$ cat src/rtl/snake_rng_pkg.sv
// -----------------------------------------------------------------------------
// snake_rng_pkg
//   Shared definitions for the bounded random-number generator:
//     - lfsr_taps(width): maximal-length Galois (right-shift) tap masks for
//       register widths 8..32. Width 16 uses 16'hB400, the mask the
//       original game source used.
//     - rng_state_e: request FSM states.
// -----------------------------------------------------------------------------
package snake_rng_pkg;

  typedef enum logic {
    IDLE   = 1'b0,
    SAMPLE = 1'b1
  } rng_state_e;

  // Tap mask for a right-shifting Galois LFSR: when the bit shifted out is 1,
  // the shifted value is XORed with this mask. Bit (width-1) is always set so
  // the feedback re-enters at the top of the register. Unsupported widths
  // return 0; the top level rejects such widths at elaboration.
  function automatic logic [31:0] lfsr_taps(input int width);
    logic [31:0] taps;
    case (width)
      8:       taps = 32'h0000_00B8;
      9:       taps = 32'h0000_0110;
      10:      taps = 32'h0000_0240;
      11:      taps = 32'h0000_0500;
      12:      taps = 32'h0000_0829;
      13:      taps = 32'h0000_100D;
      14:      taps = 32'h0000_2015;
      15:      taps = 32'h0000_6000;
      16:      taps = 32'h0000_B400;
      17:      taps = 32'h0001_2000;
      18:      taps = 32'h0002_0400;
      19:      taps = 32'h0004_0023;
      20:      taps = 32'h0009_0000;
      21:      taps = 32'h0014_0000;
      22:      taps = 32'h0030_0000;
      23:      taps = 32'h0042_0000;
      24:      taps = 32'h00E1_0000;
      25:      taps = 32'h0120_0000;
      26:      taps = 32'h0200_0023;
      27:      taps = 32'h0400_0013;
      28:      taps = 32'h0900_0000;
      29:      taps = 32'h1400_0000;
      30:      taps = 32'h2000_0029;
      31:      taps = 32'h4800_0000;
      32:      taps = 32'h8020_0003;
      default: taps = 32'h0000_0000;
    endcase
    return taps;
  endfunction

endpackage

$ cat src/rtl/rng_range_gen_lfsr_core.sv
// -----------------------------------------------------------------------------
// lfsr_core
//   Free-running Galois LFSR, one step per clock, with a synchronous seed
//   load that takes priority over stepping. A zero load value is replaced
//   by SEED, so the lock-up state (all zeros) can never be entered.
//
// Ports
//   clk       in   system clock
//   rst_n     in   asynchronous active-low reset (state returns to SEED)
//   load      in   load load_val on this edge instead of stepping
//   load_val  in   [LFSR_W-1:0] value to load (0 means "use SEED")
//   state     out  [LFSR_W-1:0] current register contents
// -----------------------------------------------------------------------------
module lfsr_core
  import snake_rng_pkg::*;
#(
  parameter int                LFSR_W = 16,
  parameter logic [LFSR_W-1:0] SEED   = 16'hACE1
) (
  input  logic              clk,
  input  logic              rst_n,
  input  logic              load,
  input  logic [LFSR_W-1:0] load_val,
  output logic [LFSR_W-1:0] state
);

  localparam logic [LFSR_W-1:0] TAP_MASK = LFSR_W'(lfsr_taps(LFSR_W));

  logic [LFSR_W-1:0] lfsr_q;
  logic [LFSR_W-1:0] lfsr_d;
  logic [LFSR_W-1:0] step_val;

  // Right shift; feed the outgoing bit back through the tap mask.
  assign step_val = (lfsr_q >> 1) ^ (lfsr_q[0] ? TAP_MASK : '0);

  always_comb begin
    lfsr_d = step_val;
    if (load) begin
      lfsr_d = (load_val == '0) ? SEED : load_val;
    end
  end

  always_ff @(posedge clk or negedge rst_n) begin
    if (!rst_n) begin
      lfsr_q <= SEED;
    end else begin
      lfsr_q <= lfsr_d;
    end
  end

  assign state = lfsr_q;

endmodule

$ cat src/rtl/rng_range_gen.sv
// -----------------------------------------------------------------------------
// rng_range_gen
//   On-demand bounded random source. A request taken in IDLE moves to
//   SAMPLE, where each clock inspects the low OUT_W bits of the LFSR as a
//   candidate. A candidate below RANGE_MAX is returned. After MAX_TRIES
//   rejections, the last candidate is folded into range by subtracting
//   RANGE_MAX, so the answer always arrives within MAX_TRIES clocks.
//
// Ports
//   clk        in   system clock
//   rst_n      in   asynchronous active-low reset
//   seed_load  in   load seed_in into the LFSR on this edge; aborts a request
//   seed_in    in   [LFSR_W-1:0] seed (0 substitutes SEED)
//   req        in   request one value; only looked at in IDLE
//   busy       out  request in progress
//   valid      out  one-cycle pulse, rand_num just updated
//   rand_num   out  [OUT_W-1:0] last accepted value, held between requests
//   rand_raw   out  [LFSR_W-1:0] current LFSR state
// -----------------------------------------------------------------------------
module rng_range_gen
  import snake_rng_pkg::*;
#(
  parameter int                LFSR_W    = 16,
  parameter int                OUT_W     = 9,
  parameter int                RANGE_MAX = 300,
  parameter logic [LFSR_W-1:0] SEED      = 16'hACE1,
  parameter int                MAX_TRIES = 8
) (
  input  logic              clk,
  input  logic              rst_n,
  input  logic              seed_load,
  input  logic [LFSR_W-1:0] seed_in,
  input  logic              req,
  output logic              busy,
  output logic              valid,
  output logic [OUT_W-1:0]  rand_num,
  output logic [LFSR_W-1:0] rand_raw
);

  // ---------------------------------------------------------------------------
  // Parameter sanity. The lower bound on RANGE_MAX is what makes the fallback
  // subtraction land inside [0, RANGE_MAX): any candidate is < 2^OUT_W and
  // 2^OUT_W - RANGE_MAX < RANGE_MAX.
  // ---------------------------------------------------------------------------
  generate
    if (LFSR_W < 8 || LFSR_W > 32) begin : g_bad_lfsr_w
      $error("rng_range_gen: LFSR_W must be in 8..32");
    end
    if (OUT_W < 1 || OUT_W > LFSR_W) begin : g_bad_out_w
      $error("rng_range_gen: OUT_W must be in 1..LFSR_W");
    end
    if (!((64'd1 << (OUT_W - 1)) < 64'(RANGE_MAX) &&
          64'(RANGE_MAX) <= (64'd1 << OUT_W))) begin : g_bad_range
      $error("rng_range_gen: need 2^(OUT_W-1) < RANGE_MAX <= 2^OUT_W");
    end
    if (SEED == '0) begin : g_bad_seed
      $error("rng_range_gen: SEED must be nonzero");
    end
    if (MAX_TRIES < 1) begin : g_bad_tries
      $error("rng_range_gen: MAX_TRIES must be at least 1");
    end
  endgenerate

  // Try counter only has to reach MAX_TRIES-1.
  localparam int TRY_W = (MAX_TRIES > 1) ? $clog2(MAX_TRIES) : 1;
  localparam logic [TRY_W-1:0] LAST_TRY = TRY_W'(MAX_TRIES - 1);
  // Compare/subtract are done one bit wider than the output so RANGE_MAX
  // equal to 2^OUT_W is representable.
  localparam logic [OUT_W:0] RANGE_EXT = (OUT_W + 1)'(RANGE_MAX);

  // ---------------------------------------------------------------------------
  // LFSR
  // ---------------------------------------------------------------------------
  logic [LFSR_W-1:0] lfsr_state;

  lfsr_core #(
    .LFSR_W (LFSR_W),
    .SEED   (SEED)
  ) u_lfsr (
    .clk      (clk),
    .rst_n    (rst_n),
    .load     (seed_load),
    .load_val (seed_in),
    .state    (lfsr_state)
  );

  // ---------------------------------------------------------------------------
  // Candidate evaluation (uses the LFSR value present before this edge)
  // ---------------------------------------------------------------------------
  logic [OUT_W:0]   cand_ext;
  logic             cand_ok;
  logic [OUT_W-1:0] cand_folded;

  assign cand_ext    = {1'b0, lfsr_state[OUT_W-1:0]};
  assign cand_ok     = (cand_ext < RANGE_EXT);
  assign cand_folded = OUT_W'(cand_ext - RANGE_EXT);

  // ---------------------------------------------------------------------------
  // Request FSM
  // ---------------------------------------------------------------------------
  rng_state_e       state_q,    state_d;
  logic [TRY_W-1:0] tries_q,    tries_d;
  logic [OUT_W-1:0] rand_num_q, rand_num_d;
  logic             valid_q,    valid_d;

  always_comb begin
    state_d    = state_q;
    tries_d    = tries_q;
    rand_num_d = rand_num_q;
    valid_d    = 1'b0;

    if (seed_load) begin
      // Reseeding abandons any request in flight and swallows a coincident
      // req: the candidate stream it was drawing from no longer exists.
      state_d = IDLE;
      tries_d = '0;
    end else begin
      case (state_q)
        IDLE: begin
          if (req) begin
            state_d = SAMPLE;
            tries_d = '0;
          end
        end
        SAMPLE: begin
          if (cand_ok) begin
            rand_num_d = lfsr_state[OUT_W-1:0];
            valid_d    = 1'b1;
            state_d    = IDLE;
            tries_d    = '0;
          end else if (tries_q != LAST_TRY) begin
            tries_d = tries_q + 1'b1;
          end else begin
            // Out of attempts: fold the rejected candidate into range.
            rand_num_d = cand_folded;
            valid_d    = 1'b1;
            state_d    = IDLE;
            tries_d    = '0;
          end
        end
        default: begin
          state_d = IDLE;
          tries_d = '0;
        end
      endcase
    end
  end

  always_ff @(posedge clk or negedge rst_n) begin
    if (!rst_n) begin
      state_q    <= IDLE;
      tries_q    <= '0;
      rand_num_q <= '0;
      valid_q    <= 1'b0;
    end else begin
      state_q    <= state_d;
      tries_q    <= tries_d;
      rand_num_q <= rand_num_d;
      valid_q    <= valid_d;
    end
  end

  assign busy     = (state_q == SAMPLE);
  assign valid    = valid_q;
  assign rand_num = rand_num_q;
  assign rand_raw = lfsr_state;

endmodule

$ cat config.mk
export PLATFORM = sky130hd
export DESIGN_NAME = rng_range_gen
export DESIGN_NICKNAME = d
export VERILOG_FILES = /design/src/rtl/snake_rng_pkg.sv /design/src/rtl/rng_range_gen_lfsr_core.sv /design/src/rtl/rng_range_gen.sv
export SDC_FILE = /design/constraint.sdc
export NUM_CORES = 1
export LEC_CHECK = 0
export CAP_MARGIN = 20
export CORE_UTILIZATION = 45
export CTS_CLUSTER_SIZE = 24
export DETAILED_ROUTE_END_ITERATION = 6
export PLACE_DENSITY = 0.82
export RECOVER_POWER = 25
export SKIP_CTS_REPAIR_TIMING = 1
export SLEW_MARGIN = 15
export SYNTH_ARGS = -nofsm -noshare
export SYNTH_HDL_FRONTEND = slang
export SYNTH_SLANG_ARGS = --single-unit
$ cat constraint.sdc
create_clock -name clk -period 2.1 [get_ports clk]
set_input_delay 0.315 -clock clk [delete_from_list [all_inputs] [get_ports clk]]
set_output_delay 0.315 -clock clk [all_outputs]
set_load 0.005 [all_outputs]
* Word-level counts from Yosys, hierarchy flattened
Cells that the tools add are included.
** Storage, ports and cells
- Register bits :: 30
- Logic and storage cells :: 35
- Input port bits :: 20
- Output and inout bits :: 27
** Operators by class
- $lt $le $gt $ge :: 1
- Reductions and logical operators :: 2
- Multiplexer cells :: 19
- Add/subtract/negate cells :: 2
- Equal/unequal tests :: 3
- Bitwise logic cells :: 3
** Operators by type and width (count)
- $mux W16 :: 3
- $mux W9 :: 2
- $logic_not A16 Y1 :: 1
- $xor A15 B16 Y16 :: 1
- $mux W3 :: 4
- $lt A9 B9 Y1 const B :: 1
- $sub A9 B9 Y9 const B :: 1
- $mux W1 :: 8
- $ne A3 B3 Y1 const B :: 2
- $pmux W3 S2 :: 1
- $add A3 B1 Y3 const B :: 1
- $reduce_and A3 Y1 :: 1
- $ne A2 B2 Y1 const B :: 1
- $not A1 Y1 :: 2
- $pmux W1 S2 :: 1

* Depth between registers and ports, before layout
Gate-level depths: netlist (run 1).
- Depth after elaboration :: 5
- Depth in mapped cells :: 7
- Mapped depth without buffers :: 6

* Hierarchy
A second synthesis (run 1) with hierarchy kept.
** Second synthesis, totals
- Cell total of the unflattened synthesis :: 118
- Area total of the unflattened synthesis :: 1451.4 sq um
** Modules (own cells, without submodules)
- rng_range_gen :: cells each 75, seq. area each 350.3 sq um, times used 1, area each 780.7 sq um
- lfsr_core :: cells each 43, seq. area each 410.4 sq um, times used 1, area each 670.6 sq um

* Worst setup path before layout (run 1)
No wires, ideal clock.
- Kind :: reg2reg
- Start :: register tries_q[0]
- End :: register rand_num_q[0], in the netlist rand_num[0]
- Data arrival time :: 1.577 ns
- Required time :: 1.975 ns
- Slack :: 0.398 ns
- Stages on the path, launching flop included :: 6
- Path buffers :: 0
- Period minus slack after synthesis :: 1.702 ns
- Setup time :: 0.125 ns
- Path through :: dfrtp_1 > ha_1 > ha_1 > nand3b_1 > o221ai_4 > mux2_2
** Between the ends
- Cells in the longest elaborated chain, start to end :: 3
** Ends and longest elaborated chain
- start: declaration :: RTL line rng_range_gen.sv:102 : logic [TRY_W-1:0] tries_q, tries_d;
- start signal: assignment :: RTL line rng_range_gen.sv:157 : tries_q <= tries_d;
- $ne A3 B3 Y1 :: RTL line rng_range_gen.sv:131 : end else if (tries_q != LAST_TRY) begin
- $ne A2 B2 Y1 (no source line)
- $reduce_and A3 Y1 (no source line)
- end signal: assignment :: RTL line rng_range_gen.sv:158 : rand_num_q <= rand_num_d;
- end: declaration :: RTL line rng_range_gen.sv:103 : logic [OUT_W-1:0] rand_num_q, rand_num_d;
Every way passes these cells.
A chain may end at the register's enable or synchronous reset.

* Worst setup path in the final report (run 1)
Same ends and word-level chain as after synthesis.

==> results of run 1 <==
[stage by stage]
step,hold WS [ns],worst slack (ns),utilization,power [mW],std cells
final,0.483,0.295,0.668,1.66,217
after global routing,0.500,0.212,0.668,1.75,217
after CTS,0.359,0.285,0.669,1.68,217
after detailed placement,0.461,0.320,0.643,1.24,209
after global placement,0.467,0.368,0.643,1.22,209
after floorplan,0.0194,0.398,-,0.949,120
[per-layer routing]
layer / up-vias / wire length, µm
li1: 551 / -
met2: 52 / 1580
met4: 0 / 31
met3: 3 / 267
met1: 534 / 1370
met5: - / 0
[power by group]
part / total (mW) / internal, mW / switching [mW]
Clock: 0.432 / 0.229 / 0.204
Combinational: 0.459 / 0.289 / 0.170
Sequential: 0.770 / 0.685 / 0.0849
Total: 1.66 / 1.20 / 0.459
[worst max path at each step]
stage | slack, ns | cells past startpoint | endpoint | start
floorplan | 0.40 | 5 | rand_num[0] | tries_q[0]
global placement | 0.37 | 5 | rand_num[0] | tries_q[0]
detailed placement | 0.32 | 5 | rand_num[0] | tries_q[0]
CTS | 0.29 | 1 | rand_raw[0] | u_lfsr.state[0]
global route | 0.21 | 6 | rand_num[7] | tries_q[0]
finish | 0.30 | 5 | rand_num[0] | tries_q[0]
[synth_stat cells (2+ instances only)]
cell	instances
a21oi_1	2
a32oi_1	2
and2b_2	2
dfrtp_1	22
dfstp_2	8
ha_1	3
inv_1	4
mux2_2	9
nand2_1	8
nand2b_1	3
nand3_1	2
nor2_1	8
nor3b_1	2
nor4_1	4
o21ai_0	7
o21ai_1	2
o22a_1	9
xor2_1	2
[cells in the final DEF, fill, tap and decap left out, types with 2 or more instances in the layout]
cell type and n:
nand3_1 2, clkbuf_8 3, nor2_1 8, nand2b_1 3, mux2_2 9, dfstp_2 8, xor2_1 2, inv_1 4
nand2_1 8, a21oi_1 2, o22a_1 9, and2b_2 2, clkdlybuf4s50_1 45, ha_1 3, o21ai_0 7, a32oi_1 2
nor4_1 4, dfrtp_1 22, buf_4 2, clkbuf_4 5, o21ai_1 2, nor3b_1 2
[state kept, by name, summed over array words and instances, names as in the netlist]
register      flops
u_lfsr.state     16
rand_num          9
tries_q           3
busy              1
valid             1
[logic make-up (layout without fill, tap and decap cells)]
family                     Yosys count  count (layout)  synth area share
AOI/OAI and AO/OA                   33              33             0.198
and+or+nand+nor                     33              33             0.121
DFF                                 30              30             0.531
muxes                               10              10            0.0777
buffers and inverters                8              61            0.0279
adders and majority gates            3               3            0.0262
xor gates and xnor gates             3               3            0.0183
[layout make-up]
type,count,area [µm²],share of cell area
clock buffers,8,78.8,0.0390
inverters,4,15.0,0.00743
flip-flops and latches,30,761,0.376
well taps,44,55.1,0.0272
multi-input cells,82,632,0.312
repair buffers,49,480,0.238
[tightest hold or removal path: stages (launching register included)]
cell and delay, ns:
dfrtp_1 0.35, nand2_1 0.06, o41ai_2 0.04
==> impl_metrics.tcl, run 1 <==
set metrics [dict create \
    syn_area_per_cell_um2 11.9 \
    power.leakage_nw 0.850 \
    diodes 0 \
    drv_slew 0 \
    fin_tns_setup_ns 0 \
    ys_ff_latch 30 \
    synth_warnings 0 \
    cap_violations 0 \
    clk_pin_slew_worst_paths_ns 0.10 \
    drtIter0Drc 32 \
    io_buffers 46 \
    antenna_found_initial 0 \
    cts-buffers-inserted 5 \
    reg2reg_depth 5 \
    hold_path_class "reg2reg" \
    synth_cell_types 39 \
    gp_congestion 0.838 \
    worstMarginPinSlew_ns 0.705 \
    end_kind "flop" \
    htreeDepth 2 \
    cts.path.max_buffers 2 \
    powerDensity_nw_per_um2 822 \
    period_share 0.859 \
    via_per_inst 5.25 \
    outcome "completed" \
    setup_viol 0 \
    grt_use_total 0.212 \
    cpPeakStageDelay_ns 0.41 \
    synthTopCellsByArea "dfrtp_1, dfstp_2, mux2_2" \
    grt.busiest_layer "met2" \
    coreArea_um2 3030 \
    cts_tree "done" \
    crit_path_start_kind "flop" \
    die_y_um 58.4 \
    seq_area_frac_synth 0.531 \
    hold_violations 0 \
    async_reset_ff_frac 1.00 \
    dieArea_um2 3410 \
    crit_arrival_ns 2.03 \
    mappedNetlistArea_um2 1430 \
    crit_family "adder cells" \
    critPathMaxFanout 6 \
    nets 195 \
    num_rows 20 \
    whs_path_depth 2 \
    nFillCells 237 \
    rr_endpoint "rand_num[0]" \
    io_pins 47 \
    min_from "rand_num[8]" \
    critical_path.cell_chain "ha_1 > ha_1 > nand3b_1 > o221ai_4 > mux2_2" \
    start_util 0.473 \
    die_x_um 58.4 \
    cp.required_ns 2.33 \
    synth_edf_count 0 \
    ir_drop_mv 0.455 \
    synth_top_area_cell "dfrtp_1" \
    area_growth_pct 41.1 \
    grt_use_met2 0.355 \
    routed_wl_um 3260 \
    placedInstanceArea_um2 1950 \
    wl_per_cell_um 15.0 \
    grt-ovfl-total 0 \
    ant_nets 0 \
    worst-path-buf-inv 0 \
    slowest_stage "dfrtp_1" \
    dp_hpwl_um 2430 \
    slew_headroom 0.530 \
    cts_sinks 30 \
    drive_above_1_share 0.208 \
    grt_pass1_vias 1178 \
    synth.net_count 143 \
    grtUsageMet1 0.254 \
    synth_cells 120 \
    fin_skew_ns 0.0106 \
    regToRegStartpoint "tries_q[0]" \
    clock.fmax_ghz 0.554 \
    fin_crit_ns 1.80 \
    grt_use_met3 0.0857 \
    ys.flop_type "dfrtp_1" \
    drc_errors 0 \
    grt_pass1_wl_um 5330 \
    hold-path-endpoint "rand_num[8]" \
    design_area_um2 2020 \
    grt_max_degree 31 \
    dr.pass1.iters 4 \
    route.vias.total 1140 \
    rsz0062_at_grt "no" \
    worstSkewPairLatency_ns 0.34 \
    yosysTopAreaCellShare 0.384 \
    cp_common_cell "ha_1" \
    criticalPathCategory "reg2reg" \
    r2r_setup_slack_ns 0.30 \
    root_buffer "clkbuf_4" \
]
Power figures use the tool's default switching activity.
==> inputs of run 2 (changes only) <==
- CORE_UTILIZATION: 45 -> 37
- PLACE_DENSITY: 0.82 -> 0.7
==> impl_metrics.tcl, run 2 (synthesized netlist as in run 1, its figures left out) <==
set metrics [dict create \
    outcome "completed" \
    post-place-cells 213 \
    via_per_inst 5.28 \
    period_share 0.852 \
    setup_viol 0 \
    grt-ovfl-total 0 \
    whs_ns 0.492 \
    drive_above_1_share 0.208 \
    total_power_mw 1.81 \
    ant_nets 0 \
    crit_arrival_ns 1.95 \
    wl_per_cell_um 15.3 \
    antenna_found_initial 0 \
    cts_tree "done" \
    hold_path_class "reg2reg" \
    io_buffers 46 \
    area_growth_pct 43.9 \
    powerDensity_nw_per_um2 880 \
    drc_errors 0 \
    ir_drop_mv 0.491 \
    dp_hpwl_um 2560 \
    critical_path.cell_chain "ha_1 > ha_1 > nand3b_1 > o221ai_4 > buf_4 > a32o_1 > a31oi_1" \
    worst-path-buf-inv 1 \
    nets 195 \
    reg2reg_depth 7 \
    crit_family "adder cells" \
    io_pins 47 \
    design_area_um2 2060 \
    rr_endpoint "rand_num[6]" \
    root_buffer "clkbuf_8" \
    slew_headroom 0.520 \
    placedInstanceArea_um2 1950 \
    routed_wl_um 3380 \
    fin_crit_ns 1.79 \
    cts-buffers-inserted 5 \
    cp-endpoint "rand_num[6]" \
    grt_use_total 0.191 \
    worstSkewPairLatency_ns 0.28 \
    power.leakage_nw 0.856 \
    slowest_stage "dfrtp_1" \
    cap_violations 0 \
    gp_congestion 0.778 \
    fin_util 0.559 \
    crit_start "tries_q[0]" \
    worst-path-stages 7 \
    die_x_um 64.2 \
    crit_path_start_kind "flop" \
    clock.fmax_ghz 0.559 \
    dr.pass1.iters 4 \
    route.vias.total 1166 \
    fin_skew_ns 0.00715 \
    largest_register_ff_count 16 \
    cts_sinks 30 \
    regToRegStartpoint "tries_q[0]" \
    dieArea_um2 4120 \
    htreeDepth 2 \
    rsz0062_at_grt "no" \
    critPathMaxFanout 12 \
    grt_pass1_vias 1207 \
    drtIter0Drc 19 \
    cts.path.max_buffers 2 \
    diodes 0 \
    start_util 0.388 \
    num_rows 22 \
    criticalPathCategory "reg2reg" \
    setup_ws_ns 0.312 \
    cp_common_cell "ha_1" \
    cpPeakStageDelay_ns 0.40 \
    coreArea_um2 3690 \
    drv_slew 0 \
    stdcell_count 221 \
    grt_pass1_wl_um 5900 \
    grt_max_degree 31 \
    fin_tns_setup_ns 0 \
    clk_pin_slew_worst_paths_ns 0.06 \
    hold_violations 0 \
    r2r_setup_slack_ns 0.31 \
    worstMarginPinSlew_ns 0.719 \
    die_y_um 64.2 \
    end_kind "flop" \
    final_common_cell "clkdlybuf4s50_1" \
    cp.required_ns 2.26 \
    final_cell_mix "clkdlybuf4s50_1, dfrtp_1, mux2_2, o22a_1" \
    place_ws_ns 0.290 \
]
## run 2: final cells by class
| type | instances | area [µm²] |
|---|---|---|
| clock inverters | 3 | 45.0 |
| flip-flops and latches | 30 | 761 |
| multi-input cells | 82 | 632 |
| well taps | 48 | 60.1 |
| repair buffers | 49 | 480 |
| fillers | 331 | 1630 |
| inverters | 4 | 15.0 |
| clock buffers | 5 | 68.8 |
## run 2: worst min path at each step
stage | from | end | slack [ns] | depth (start not counted)
floorplan | rst_n | busy | 0.02 | 0
global placement | rand_num[5] | rand_num[5] | 0.47 | 2
detailed placement | rand_num[4] | rand_num[4] | 0.48 | 2
CTS | rst_n | u_lfsr.state[2] | 0.42 | 2
global route | rand_num[7] | rand_num[7] | 0.51 | 2
finish | rand_num[4] | rand_num[4] | 0.49 | 2
## run 2: routing by layer
layer,vias up,track usage,wire length [µm]
li1,546,-,-
met1,573,0.232,1470
met2,41,0.311,1670
met3,6,0.0625,192
met4,0,0.0778,50
met5,-,0,0
## run 2: power breakdown
group | leakage, nW | switching (mW) | total [mW] | internal, mW
Clock | 0.0504 | 0.228 | 0.580 | 0.352
Sequential | 0.357 | 0.0900 | 0.776 | 0.686
Combinational | 0.448 | 0.168 | 0.457 | 0.289
Total | 0.856 | 0.486 | 1.81 | 1.33
## run 2: tightest hold or removal path, cell delays in order, from the launching register on
cell and delay [ns]:
dfrtp_1 0.35, nand2_1 0.05, o21ai_0 0.06
==> inputs of run 3 (changes only) <==
- CAP_MARGIN: 20 -> default
==> results of run 3 <==
No change in the layout: final DEF, timing and power equal those of run 2.
